<file path="config.mk">
export PLATFORM = sky130hd
export DESIGN_NAME = xor_nina_acc_ctrl
export DESIGN_NICKNAME = d
export VERILOG_FILES = /design/src/rtl/xor_nina_acc_ctrl.sv
export SDC_FILE = /design/constraint.sdc
export NUM_CORES = 1
export LEC_CHECK = 0
export CAP_MARGIN = 40
export CORE_UTILIZATION = 40
export CTS_BUF_LIST = sky130_fd_sc_hd__clkbuf_4 sky130_fd_sc_hd__clkbuf_8 sky130_fd_sc_hd__clkbuf_16
export DETAILED_ROUTE_END_ITERATION = 8
export DONT_BUFFER_PORTS = 1
export GPL_TIMING_DRIVEN = 0
export PLACE_DENSITY = 0.53
export SYNTH_ARGS = -nofsm -noshare
export SYNTH_HDL_FRONTEND = slang
export SYNTH_SLANG_ARGS = --single-unit
</file>
<file path="constraint.sdc">
create_clock -name clk -period 4.7 [get_ports clk]
set_clock_uncertainty 0.1 [all_clocks]
set_input_delay 0.235 -clock clk [delete_from_list [all_inputs] [get_ports clk]]
set_output_delay 0.235 -clock clk [all_outputs]
set_load 0.01 [all_outputs]
</file>
<file path="src/rtl/xor_nina_acc_ctrl.sv">
// Masked XOR-fold sequencer: folds a run of `len` two-share operands into
// per-share accumulators, then offers the masked result on a valid/ready port.
module xor_nina_acc_ctrl #(
  parameter int WIDTH = 3,
  parameter int CNT_W = 4
) (
  input  logic             clk,
  input  logic             rst,
  input  logic             start,
  input  logic [CNT_W-1:0] len,
  input  logic             in_valid,
  output logic             in_ready,
  input  logic [WIDTH-1:0] in_a_0,
  input  logic [WIDTH-1:0] in_a_1,
  output logic             out_valid,
  input  logic             out_ready,
  output logic [WIDTH-1:0] out_c_0,
  output logic [WIDTH-1:0] out_c_1,
  output logic             busy,
  output logic [1:0]       dbg_state
);

  // Handshake rule on both ports: a transfer happens on a rising edge where
  // valid and ready are both high; the producer holds valid and data until then.

  typedef enum logic [1:0] {
    IDLE = 2'd0,
    ACC  = 2'd1,
    DONE = 2'd2
  } state_t;

  state_t           state, state_nxt;
  logic [WIDTH-1:0] acc_0, acc_0_nxt;
  logic [WIDTH-1:0] acc_1, acc_1_nxt;
  logic [CNT_W-1:0] cnt, cnt_nxt;

  always_ff @(posedge clk or posedge rst) begin
    if (rst) begin
      state <= IDLE;
      acc_0 <= '0;
      acc_1 <= '0;
      cnt   <= '0;
    end else begin
      state <= state_nxt;
      acc_0 <= acc_0_nxt;
      acc_1 <= acc_1_nxt;
      cnt   <= cnt_nxt;
    end
  end

  // Each share accumulator only ever sees its own share; no cross-domain term.
  always_comb begin
    state_nxt = state;
    acc_0_nxt = acc_0;
    acc_1_nxt = acc_1;
    cnt_nxt   = cnt;
    case (state)
      IDLE: begin
        if (start) begin
          acc_0_nxt = '0;
          acc_1_nxt = '0;
          if (len == '0) begin
            state_nxt = DONE;
          end else begin
            cnt_nxt   = len;
            state_nxt = ACC;
          end
        end
      end
      ACC: begin
        if (in_valid) begin
          acc_0_nxt = acc_0 ^ in_a_0;
          acc_1_nxt = acc_1 ^ in_a_1;
          cnt_nxt   = cnt - CNT_W'(1);
          if (cnt == CNT_W'(1)) state_nxt = DONE;
        end
      end
      DONE: begin
        if (out_ready) begin
          acc_0_nxt = '0;
          acc_1_nxt = '0;
          cnt_nxt   = '0;
          state_nxt = IDLE;
        end
      end
      default: state_nxt = IDLE;
    endcase
  end

  assign in_ready  = (state == ACC);
  assign out_valid = (state == DONE);
  assign busy      = (state == ACC) || (state == DONE);
  assign out_c_0   = acc_0;
  assign out_c_1   = acc_1;
  assign dbg_state = state;

endmodule
</file>
==> results by group, run 1 <==
STA
  • Fmax: 458 MHz
  • Setup TNS: 0 ps
  • Slew @ Worst Pin: 502 ps
  • Final setup fails: 0
  • Final min period: 2180 ps
  • Final Hold Slack: -1.52 ps
  • Count of pins over their slew limit: 0
  • RSZ-0062 raised after global routing: false
  • Max_slew headroom: 0.665
  • Final Hold Fails: 1
  • Tcrit/Tclk final: 0.465

CTS
  • Max H-tree Level: 1
  • Clock transition at path regs: 80 ps
  • Post-cts sizing count: 0
  • TritonCTS Buffers: 3
  • CTS tree: built
  • CTS max path bufs: 2
  • Worst skew pair latency: 280 ps
  • Clock sinks: 12
  • Clk root buf: clkbuf_4

Setup path
  • Crit start category: flip-flop
  • CP Class: flip-flop to flip-flop
  • Crit path largest cell delay: 490 ps
  • Top Family by Delay on Critical Path: adder cells
  • Worst Setup End Kind: flip-flop
  • WP buf/inv: 2
  • WP data arrival: 2250 ps
  • Slowest-stage cell, CP: ha_1
  • Crit-path max FO: 9
  • WP data required: 4770 ps
  • Worst R2R Start: dbg_state[1]$_DFFE_PP0P_
  • Critical-path cell list: inv_1, ha_1, mux2_1, nand3_1, or2_1, buf_6, mux2_4
  • CP Launch Point: dbg_state[1]$_DFFE_PP0P_

Route
  • Residual DRC count: 0
  • DR pass1 iterations: 4
  • Wire per inst: 13.2 µm
  • Antenna Violating Nets Remaining: 0
  • Via-to-Cell Ratio: 5.34
  • DRT iter0 DRCs: 12
  • Drt total wl: 1590 µm
  • DR vias: 641

Power and ir drop
  • Pwr Density: 699 nW/µm²
  • Leak Pwr: 0.428 nW
  • Worst vdd ir: 0.000385 V

Synth
  • Post-Syn Nets: 108
  • Sequential area share after synthesis: 0.370
  • Syn Area/Cell: 9.33 µm²
  • Yosys reg bits: 12
  • YS warnings: 0
  • Synthesized instance count: 87
  • Cell Area, Synth: 812 µm²
  • Synth unique cells: 34

Floorplanning
  • Die width: 47.1 µm
  • FP Rows: 15
  • Die Y: 47.1 µm
  • Initial Util: 0.446
  • Total Die Area: 2210 µm²
  • Ports: 26
  • Core area: 1820 µm²

Min path
  • Tightest Hold Check Type: primary input to flip-flop
  • Hold Path Origin: in_a_1[1]

Global routing
  • Total Routing Usage GR: 0.165
  • Congestion Overflow GR: 0
  • First-pass GRT wire length: 2460 µm
  • Number of global-route vias before repair: 580
  • Largest net degree at the start of global routing: 13
  • Initial antenna violation count: 0

Final layout
  • Final-layout fill cell count: 186
  • Area of the multi-input gates: 454 µm²
  • Share of cells above drive strength 1: 0.158
  • Sequential cell area: 300 µm²
  • Antenna cells: 0
  • # nets final: 117
  • Area grow syn2layout: 13.3%

Run
  • Maxcap violations: 0

Placement
  • PortBufs: 0
  • Routability cong.: 0.774
  • Post-DP HPWL: 1180 µm

Outcome
  • Status: finished, violations left
  • Failing checks: hold timing
## per-layer routing
layer	GRT usage	part of all wire	vias to the layer above
li1	-	-	318
met1	0.191	0.47	298
met2	0.272	0.44	21
met3	0.0654	0.076	4
met4	0.0686	0.013	0
met5	0	0	-
## report_power, final
group          total, mW  switching, mW  internal [mW]
logic              0.365          0.186          0.179
registers          0.194         0.0497          0.144
clock network     0.0843         0.0372         0.0471
total              0.643          0.272          0.371
## cell usage in the layout, fill, tap and decap left out, types with 3 or more instances in the layout
master         instances
o22ai_1                3
o31ai_1                4
inv_1                  8
o21ai_0                4
clkbuf_4               3
dfrtp_1               12
dlygate4sd3_1          4
nand2_1               10
nor2b_1                5
ha_1                   6
nand3_1                4
## metrics by stage
stage                util  instance area, µm²  total power, mW  setup WS (ps)  instances
global placement    0.463                 843            0.558           2530        112
detailed placement  0.463                 843            0.561           2510        112
global route        0.505                 920            0.700           2380        120
CTS                 0.505                 920            0.651           2500        120
finish              0.505                 920            0.643           2520        120
floorplan               -                 812            0.496           2680         87
## timing repair
item	4_1_cts	5_1_grt
setup endpoints to repair	0	0
setup buffers	0	0
hold buffers	4	0
endpoints found under the hold margin	15	0
## sequential cells by signal, indices dropped and copies added (netlist names)
name,flops
out_c_0,3
cnt,4
out_c_1,3
dbg_state,2
## area by class of cell
cell class	count	area share
buffer	4	0.0299
clock buffer	4	0.0395
inverter	8	0.0327
multi-input combinational	63	0.494
sequential	12	0.327
tap	25	0.0340
timing repair buffer	4	0.0435
## cells by family (layout without fill, tap and decap cells)
family,count (synthesis),count (layout),share of synthesized area
AOI/OAI and AO/OA,15,15,0.122
xor gates and xnor gates,1,1,0.0108
adders and majority gates,6,6,0.0924
buffers and inverters,12,20,0.0709
DFF,12,12,0.370
muxes,5,5,0.0770
and+or+nand+nor,36,36,0.257
## cell usage after synthesis
master | n | area (µm²)
mux2_2 | 1 | 11.3
mux2_4 | 2 | 30.0
o22ai_1 | 3 | 18.8
ha_1 | 6 | 75.1
nor2b_1 | 5 | 31.3
dfrtp_1 | 12 | 300
nand2_1 | 10 | 37.5
nor4_1 | 1 | 6.26
nand3_1 | 4 | 20.0
nor3_1 | 2 | 10.0
nor2_1 | 2 | 7.51
mux2_1 | 1 | 11.3
or3_1 | 2 | 12.5
a31oi_1 | 1 | 6.26
xnor2_1 | 1 | 8.76
o21ai_0 | 4 | 20.0
nand3b_1 | 2 | 15.0
o32a_1 | 1 | 10.0
mux2i_1 | 1 | 10.0
nand2b_1 | 1 | 6.26
clkbuf_1 | 1 | 3.75
a21oi_1 | 1 | 5.00
inv_1 | 8 | 30.0
and2_2 | 1 | 7.51
or2_1 | 1 | 6.26
buf_2 | 1 | 5.00
or2b_2 | 1 | 8.76
and2b_2 | 2 | 17.5
buf_6 | 1 | 11.3
a41oi_1 | 1 | 8.76
nand4b_1 | 1 | 8.76
buf_4 | 1 | 7.51
o31ai_1 | 4 | 30.0
nand2b_4 | 1 | 13.8
## worst paths after layout
| kind | end | slack [ps] | depth (start not counted) |
|---|---|---|---|
| min in group asynchronous | out_c_1[1]$_DFFE_PP0P_ | 310 | 2 |
| min | out_c_1[1]$_DFFE_PP0P_ | -2 | 2 |
| max reg2reg | cnt[1]$_DFFE_PP0P_ | 2520 | 7 |
| max | cnt[1]$_DFFE_PP0P_ | 2520 | 7 |
| max in group asynchronous | dbg_state[0]$_DFFE_PP0P_ | 3870 | 2 |
| min reg2reg | out_c_1[0]$_DFFE_PP0P_ | 450 | 1 |
No activity file was read; power rests on OpenSTA's default activity.
==> run 2: changes to the inputs <==
--- a/config.mk
+++ b/config.mk
@@ -5,6 +5,7 @@
 export SDC_FILE = /design/constraint.sdc
 export NUM_CORES = 1
 export LEC_CHECK = 0
+export ABC_AREA = 1
 export CAP_MARGIN = 40
 export CORE_UTILIZATION = 40
 export CTS_BUF_LIST = sky130_fd_sc_hd__clkbuf_4 sky130_fd_sc_hd__clkbuf_8 sky130_fd_sc_hd__clkbuf_16
==> constraint.sdc (replaced) <==
create_clock -name clk -period 2.1 [get_ports clk]
set_clock_uncertainty 0.1 [all_clocks]
set_input_delay 0.105 -clock clk [delete_from_list [all_inputs] [get_ports clk]]
set_output_delay 0.105 -clock clk [all_outputs]
set_load 0.01 [all_outputs]
==> results by group, run 2 <==
Final layout
  • # nets final: 149 (was 117)
  • Final Cell Area: 958 µm² (was 920 µm²)
  • Area grow syn2layout: 16.6% (was 13.3%)
  • Antenna cells: 0 (unchanged)
  • Reg with most FFs: cnt (unchanged)
  • Share of cells above drive strength 1: 0.0714 (was 0.158)
  • Util after Layout: 0.494 (was 0.505)
  • Finished Layout Cells: 153 (was 120)
  • Commonest cells after routing, fill and taps aside: nand2_1 (46), inv_1 (12), dfrtp_1 (12) (was dfrtp_1 (12), nand2_1 (10), inv_1 (8))
  • Max FFs per register: 4 (unchanged)
  • Most common cell after layout, fill and taps aside: nand2_1 (was dfrtp_1)

Power and ir drop
  • Net switching power: 0.672 mW (was 0.272 mW)
  • Switching part of the total: 0.498 (was 0.424)
  • Combinational power share: 0.544 (was 0.567)
  • Internal: 0.678 mW (was 0.371 mW)
  • Pwr Density: 1410 nW/µm² (was 699 nW/µm²)
  • Overall power: 1.35 mW (was 0.643 mW)
  • Sequential Power Share: 0.357 (was 0.302)
  • Clock Power Share: 0.099 (was 0.131)
  • Worst vdd ir: 0.000885 V (was 0.000385 V)
  • Leak Pwr: 0.516 nW (was 0.428 nW)

CTS
  • Clock transition at path regs: 70 ps (was 80 ps)
  • TritonCTS Buffers: 3 (unchanged)
  • Post-CTS Setup Inserts: 0 (unchanged)
  • Worst skew pair latency: 260 ps (was 280 ps)
  • Clock sinks: 12 (unchanged)
  • Hold Buf Count CTS: 8 (was 4)
  • CTS tree: built (unchanged)
  • Max H-tree Level: 1 (unchanged)
  • Clk root buf: clkbuf_4 (unchanged)
  • Post-cts sizing count: 0 (unchanged)
  • CTS max path bufs: 2 (unchanged)

Route
  • Residual DRC count: 0 (unchanged)
  • DR pass1 iterations: 4 (unchanged)
  • Wire per inst: 10.3 µm (was 13.2 µm)
  • DRT iter0 DRCs: 8 (was 12)
  • DR vias: 693 (was 641)
  • Antenna Violating Nets Remaining: 0 (unchanged)
  • Via-to-Cell Ratio: 4.53 (was 5.34)
  • Drt total wl: 1570 µm (was 1590 µm)

Floorplanning
  • FP Rows: 16 (was 15)
  • Die width: 47.3 µm (was 47.1 µm)
  • Core area: 1940 µm² (was 1820 µm²)
  • Die Y: 47.3 µm (was 47.1 µm)
  • Initial Util: 0.423 (was 0.446)
  • Ports: 26 (unchanged)
  • Total Die Area: 2240 µm² (was 2210 µm²)

Placement
  • Post-Place Setup Slack: 393 ps (was 2510 ps)
  • Routability cong.: 0.729 (was 0.774)
  • PortBufs: 0 (unchanged)
  • Dpl cells: 142 (was 112)
  • Post-DP HPWL: 1200 µm (was 1180 µm)
  • Dpl cell area: 856 µm² (was 843 µm²)

Synth
  • Synth unique cells: 14 (was 34)
  • Primary FF master, synth: dfrtp_1 (unchanged)
  • Top cell type's share of synthesized area: 0.365 (was 0.370)
  • Largest cells by area after synthesis: dfrtp_1 (37%), nand2_1 (21%), ha_1 (9.1%) (was dfrtp_1 (37%), ha_1 (9.2%), nand2_1 (4.6%))
  • Largest area contributor in the netlist: dfrtp_1 (unchanged)
  • Compound-Gate Fraction of Synth Area: 0.0928 (was 0.122)
  • Cell Area, Synth: 822 µm² (was 812 µm²)
  • YS warnings: 0 (unchanged)
  • Yosys reg bits: 12 (unchanged)
  • Synth top cells by count: nand2_1 (46), dfrtp_1 (12), inv_1 (12), nor2_1 (11), o21ai_0 (9) (was dfrtp_1 (12), nand2_1 (10), inv_1 (8), ha_1 (6), nor2b_1 (5))
  • Sequential area share after synthesis: 0.365 (was 0.370)
  • Mux share of post-synthesis cell area: 0 (was 0.0770)
  • Syn Area/Cell: 7.15 µm² (was 9.33 µm²)
  • Post-Synth XOR/XNOR Area: 0.0639 (was 0.0108)
  • Post-Syn Nets: 136 (was 108)
  • Synthesized instance count: 115 (was 87)
  • Synth Area in Adders: 0.0913 (was 0.0924)
  • Ys async rst share: 1.00 (unchanged)
  • Count leader, synth: nand2_1 (was dfrtp_1)
  • Simple-gate share of the synthesized area: 0.327 (was 0.257)
  • Largest family of logic cells by synthesized area: simple AND/OR/NAND/NOR gates (unchanged)
  • EDFF count, synth: 0 (unchanged)

Global routing
  • Largest net degree at the start of global routing: 13 (unchanged)
  • M2 GR Usage: 0.285 (was 0.272)
  • Number of global-route vias before repair: 687 (was 580)
  • Most used routing layer: met2 (unchanged)
  • Met1 GRT Util: 0.203 (was 0.191)
  • Initial antenna violation count: 0 (unchanged)
  • First-pass GRT wire length: 2620 µm (was 2460 µm)
  • Congestion Overflow GR: 0 (unchanged)
  • GR Util met3: 0.0346 (was 0.0654)
  • Total Routing Usage GR: 0.167 (was 0.165)

Min path
  • Tightest Hold Check Type: primary input to flip-flop (unchanged)

STA
  • Count of pins over their slew limit: 0 (unchanged)
  • Slew @ Worst Pin: 447 ps (was 502 ps)
  • Final setup fails: 0 (unchanged)
  • Setup TNS: 0 ps (unchanged)
  • Final min period: 1700 ps (was 2180 ps)
  • Final Hold Fails: 0 (was 1)
  • Fmax: 589 MHz (was 458 MHz)
  • Final Hold Slack: 4.15 ps (was -1.52 ps)
  • Setup ws final: 403 ps (was 2520 ps)
  • Tcrit/Tclk final: 0.808 (was 0.465)
  • Max_slew headroom: 0.701 (was 0.665)
  • RSZ-0062 raised after global routing: false (unchanged)

Outcome
  • Status: finished, final reports clean (was finished, violations left)

Setup path
  • Worst Setup End Kind: flip-flop (unchanged)
  • Crit-path max FO: 5 (was 9)
  • CP Class: flip-flop to flip-flop (unchanged)
  • WP data required: 2160 ps (was 4770 ps)
  • Crit start category: flip-flop (unchanged)
  • WP data arrival: 1750 ps (was 2250 ps)

Run
  • Maxcap violations: 0 (unchanged)
-- run 2: layout make-up --
class,count,area (µm²)
Tap cell,27,33.8
Sequential cell,12,300
Timing Repair Buffer,8,80.1
Inverter,13,48.8
Multi-Input combinational cell,90,473
Clock buffer,3,22.5
Fill cell,220,983
-- run 2: critical path, cell delays in order (launching register included) --
cell and delay (ps):
dfrtp_1 470, inv_1 90, ha_1 290, nand2_2 140, nand2_1 70, nor2_2 120
nand3_1 160, nand2_1 90, nand2_1 50
-- run 2: final timing paths --
check / start / end / slack [ps] / cells after the start
max reg2reg: dbg_state[1]$_DFFE_PP0P_ / cnt[2]$_DFFE_PP0P_ / 400 / 8
max in group asynchronous: rst / out_c_1[0]$_DFFE_PP0P_ / 1400 / 2
min in group asynchronous: rst / cnt[0]$_DFFE_PP0P_ / 190 / 2
max: dbg_state[1]$_DFFE_PP0P_ / cnt[2]$_DFFE_PP0P_ / 400 / 8
min: in_a_1[0] / out_c_1[0]$_DFFE_PP0P_ / 4 / 4
min reg2reg: cnt[1]$_DFFE_PP0P_ / cnt[1]$_DFFE_PP0P_ / 420 / 2
-- run 2: logic make-up (layout without fill, tap and decap cells) --
group                      count (synthesis)  after routing
xor gates and xnor gates                   6              6
and+or+nand+nor                           66             66
adders and majority gates                  6              6
DFF                                       12             12
buffers and inverters                     13             24
AOI/OAI and AO/OA                         12             12
-- run 2: power groups by stage --
stage | combinational (mW) | sequential (mW) | clock [mW]
floorplan | 0.619 | 0.456 | 0
global placement | 0.728 | 0.486 | 0
detailed placement | 0.730 | 0.487 | 0
CTS | 0.744 | 0.483 | 0.142
global route | 0.863 | 0.506 | 0.161
finish | 0.734 | 0.482 | 0.134
-- run 2: layer usage --
layer,part of all wire,vias to the layer above,wire length [µm]
li1,-,377,-
met1,0.49,295,763
met2,0.46,21,723
met3,0.054,0,85
met4,0,0,0
met5,0,-,0
==> run 3: changes to the inputs <==
--- a/config.mk
+++ b/config.mk
@@ -12,7 +12,7 @@
 export DETAILED_ROUTE_END_ITERATION = 8
 export DONT_BUFFER_PORTS = 1
 export GPL_TIMING_DRIVEN = 0
-export PLACE_DENSITY = 0.53
+export PLACE_DENSITY = 0.55
 export SYNTH_ARGS = -nofsm -noshare
 export SYNTH_HDL_FRONTEND = slang
 export SYNTH_SLANG_ARGS = --single-unit
==> constraint.sdc (replaced) <==
create_clock -name clk -period 1.5 [get_ports clk]
set_clock_uncertainty 0.1 [all_clocks]
set_input_delay 0.075 -clock clk [delete_from_list [all_inputs] [get_ports clk]]
set_output_delay 0.075 -clock clk [all_outputs]
set_load 0.01 [all_outputs]
==> results by group, run 3 (synthesis gave the netlist of run 2 again) <==
Power and ir drop
  • Overall power: 2.45 mW (was 1.35 mW)
  • Pwr Density: 2130 nW/µm² (was 1410 nW/µm²)
  • Sequential Power Share: 0.289 (was 0.357)
  • Net switching power: 1.18 mW (was 0.672 mW)
  • Leak Pwr: 0.584 nW (was 0.516 nW)
  • Internal: 1.27 mW (was 0.678 mW)
  • Switching part of the total: 0.481 (was 0.498)
  • Clock Power Share: 0.102 (was 0.099)
  • Combinational power share: 0.608 (was 0.544)
  • Worst vdd ir: 0.00181 V (was 0.000885 V)

Floorplanning
  • Die Y: 47.3 µm (unchanged)
  • Ports: 26 (unchanged)
  • Core area: 1940 µm² (unchanged)
  • Total Die Area: 2240 µm² (unchanged)
  • Die width: 47.3 µm (unchanged)
  • FP Rows: 16 (unchanged)
  • Initial Util: 0.423 (unchanged)

Route
  • DR pass1 iterations: 3 (was 4)
  • Drt total wl: 1790 µm (was 1570 µm)
  • Wire per inst: 11.2 µm (was 10.3 µm)
  • DR vias: 753 (was 693)
  • Antenna Violating Nets Remaining: 0 (unchanged)
  • DRT iter0 DRCs: 11 (was 8)
  • Via-to-Cell Ratio: 4.71 (was 4.53)
  • Residual DRC count: 0 (unchanged)

Final layout
  • Area grow syn2layout: 40.3% (was 16.6%)
  • # nets final: 155 (was 149)
  • Final-layout fill cell count: 192 (was 220)
  • Area of the multi-input gates: 577 µm² (was 473 µm²)
  • Reg with most FFs: cnt (unchanged)
  • Finished Layout Cells: 160 (was 153)
  • Sequential cell area: 303 µm² (was 300 µm²)
  • Max FFs per register: 4 (unchanged)
  • Share of cells above drive strength 1: 0.241 (was 0.0714)
  • Final Cell Area: 1150 µm² (was 958 µm²)
  • Antenna cells: 0 (unchanged)
  • Commonest cells after routing, fill and taps aside: nand2_1 (40), dlygate4sd3_1 (11), nor2_1 (10), dfrtp_1 (10), inv_1 (8) (was nand2_1 (46), inv_1 (12), dfrtp_1 (12))
  • Util after Layout: 0.594 (was 0.494)
  • Most common cell after layout, fill and taps aside: nand2_1 (unchanged)

STA
  • Setup ws final: 0.982 ps (was 403 ps)
  • Tcrit/Tclk final: 0.999 (was 0.808)
  • Final min period: 1500 ps (was 1700 ps)
  • Final setup fails: 0 (unchanged)
  • Final Hold Fails: 0 (unchanged)
  • Slew @ Worst Pin: 464 ps (was 447 ps)
  • Count of pins over their slew limit: 0 (unchanged)
  • Fmax: 667 MHz (was 589 MHz)
  • Final Hold Slack: 20.3 ps (was 4.15 ps)
  • RSZ-0062 raised after global routing: true (was false)
  • Max_slew headroom: 0.690 (was 0.701)
  • Setup TNS: 0 ps (unchanged)

Setup path
  • Critical-path cell list: inv_4, ha_4, nand2_4, o211ai_4, buf_12, o21ai_0, nand2_1 (was inv_1, ha_1, nand2_2, nand2_1, nor2_2, nand3_1, nand2_1, nand2_1)
  • Top Family by Delay on Critical Path: flip-flops (was simple AND/OR/NAND/NOR gates)
  • Crit start category: flip-flop (unchanged)
  • WP data arrival: 1550 ps (was 1750 ps)
  • Crit-path max FO: 7 (was 5)
  • CP Class: flip-flop to flip-flop (unchanged)
  • WP data required: 1550 ps (was 2160 ps)
  • WP buf/inv: 2 (was 1)
  • Slowest-stage cell, CP: dfrtp_2 (was dfrtp_1)
  • Crit path largest cell delay: 480 ps (was 470 ps)
  • Worst Setup End Kind: flip-flop (unchanged)

Global routing
  • Number of global-route vias before repair: 717 (was 687)
  • Largest net degree at the start of global routing: 13 (unchanged)
  • Congestion Overflow GR: 0 (unchanged)
  • Total Routing Usage GR: 0.188 (was 0.167)
  • Initial antenna violation count: 0 (unchanged)
  • First-pass GRT wire length: 2920 µm (was 2620 µm)

CTS
  • Clock sinks: 12 (unchanged)
  • Clock transition at path regs: 70 ps (about the same)
  • Max H-tree Level: 1 (unchanged)
  • CTS tree: built (unchanged)
  • Clk root buf: clkbuf_4 (unchanged)
  • Worst skew pair latency: 270 ps (was 260 ps)
  • TritonCTS Buffers: 3 (unchanged)
  • CTS max path bufs: 2 (unchanged)

Placement
  • Dpl cells: 142 (unchanged)
  • Routability cong.: 0.765 (was 0.729)
  • PortBufs: 0 (unchanged)
  • Post-DP HPWL: 1250 µm (was 1200 µm)
  • Post-Place Setup Slack: -176 ps (was 393 ps)
  • Dpl cell area: 876 µm² (was 856 µm²)

Run
  • Maxcap violations: 0 (unchanged)

Outcome
  • Status: finished, final reports clean (unchanged)

Min path
  • Tightest Hold Check Type: primary input to flip-flop (unchanged)
[run 3: cell types whose count changed in the layout (fill, tap and decap cells not counted), sizes merged]
cell and change:
buf +3, clkbuf +1, dlygate4sd3 +3
[run 3: path summary, 6_finish.rpt]
kind,slack [ps],end,from,cells after the start
max,1,out_c_0[2]$_DFFE_PP0P_,dbg_state[1]$_DFFE_PP0P_,7
min,20,dbg_state[0]$_DFFE_PP0P_,len[1],4
max reg2reg,1,out_c_0[2]$_DFFE_PP0P_,dbg_state[1]$_DFFE_PP0P_,7
min reg2reg,430,cnt[1]$_DFFE_PP0P_,cnt[1]$_DFFE_PP0P_,2
max in group asynchronous,800,dbg_state[1]$_DFFE_PP0P_,rst,2
min in group asynchronous,150,cnt[2]$_DFFE_PP0P_,rst,2
[run 3: power groups by stage]
stage | clock [mW] | sequential [mW] | combinational [mW]
global placement | 0 | 0.678 | 1.07
detailed placement | 0 | 0.678 | 1.10
finish | 0.251 | 0.709 | 1.49
global route | 0.282 | 0.742 | 1.65
CTS | 0.260 | 0.699 | 1.33
floorplan | 0 | 0.639 | 0.920
[run 3: tightest hold or removal path, cell delays in order]
cell and delay (ps):
nor2_1 40, nand2_1 60, nand2_1 50, o21ai_1 120
[run 3: timing repair]
item                                   4_1_cts  5_1_grt
hold buffers                                11        0
resized for setup                           13       18
setup buffers                                3        0
pin swaps                                    6        8
setup endpoints to repair                   12       12
gates cloned                                 0        0
endpoints found under the hold margin       23        0
[run 3: routing by layer]
| metal | vias up | GRT usage | share of wire |
|---|---|---|---|
| met5 | - | 0 | 0 |
| met4 | 0 | 0.0686 | 0 |
| met3 | 0 | 0.0346 | 0.028 |
| met2 | 17 | 0.334 | 0.53 |
| met1 | 348 | 0.221 | 0.44 |
| li1 | 388 | - | - |
[run 3: area by class of cell]
type                            count  share of cell area
Timing Repair Buffer               14               0.126
Tap cell                           27              0.0293
Inverter                           13              0.0510
Multi-Input combinational cell     90               0.500
Clock buffer                        4              0.0315
Sequential cell                    12               0.262
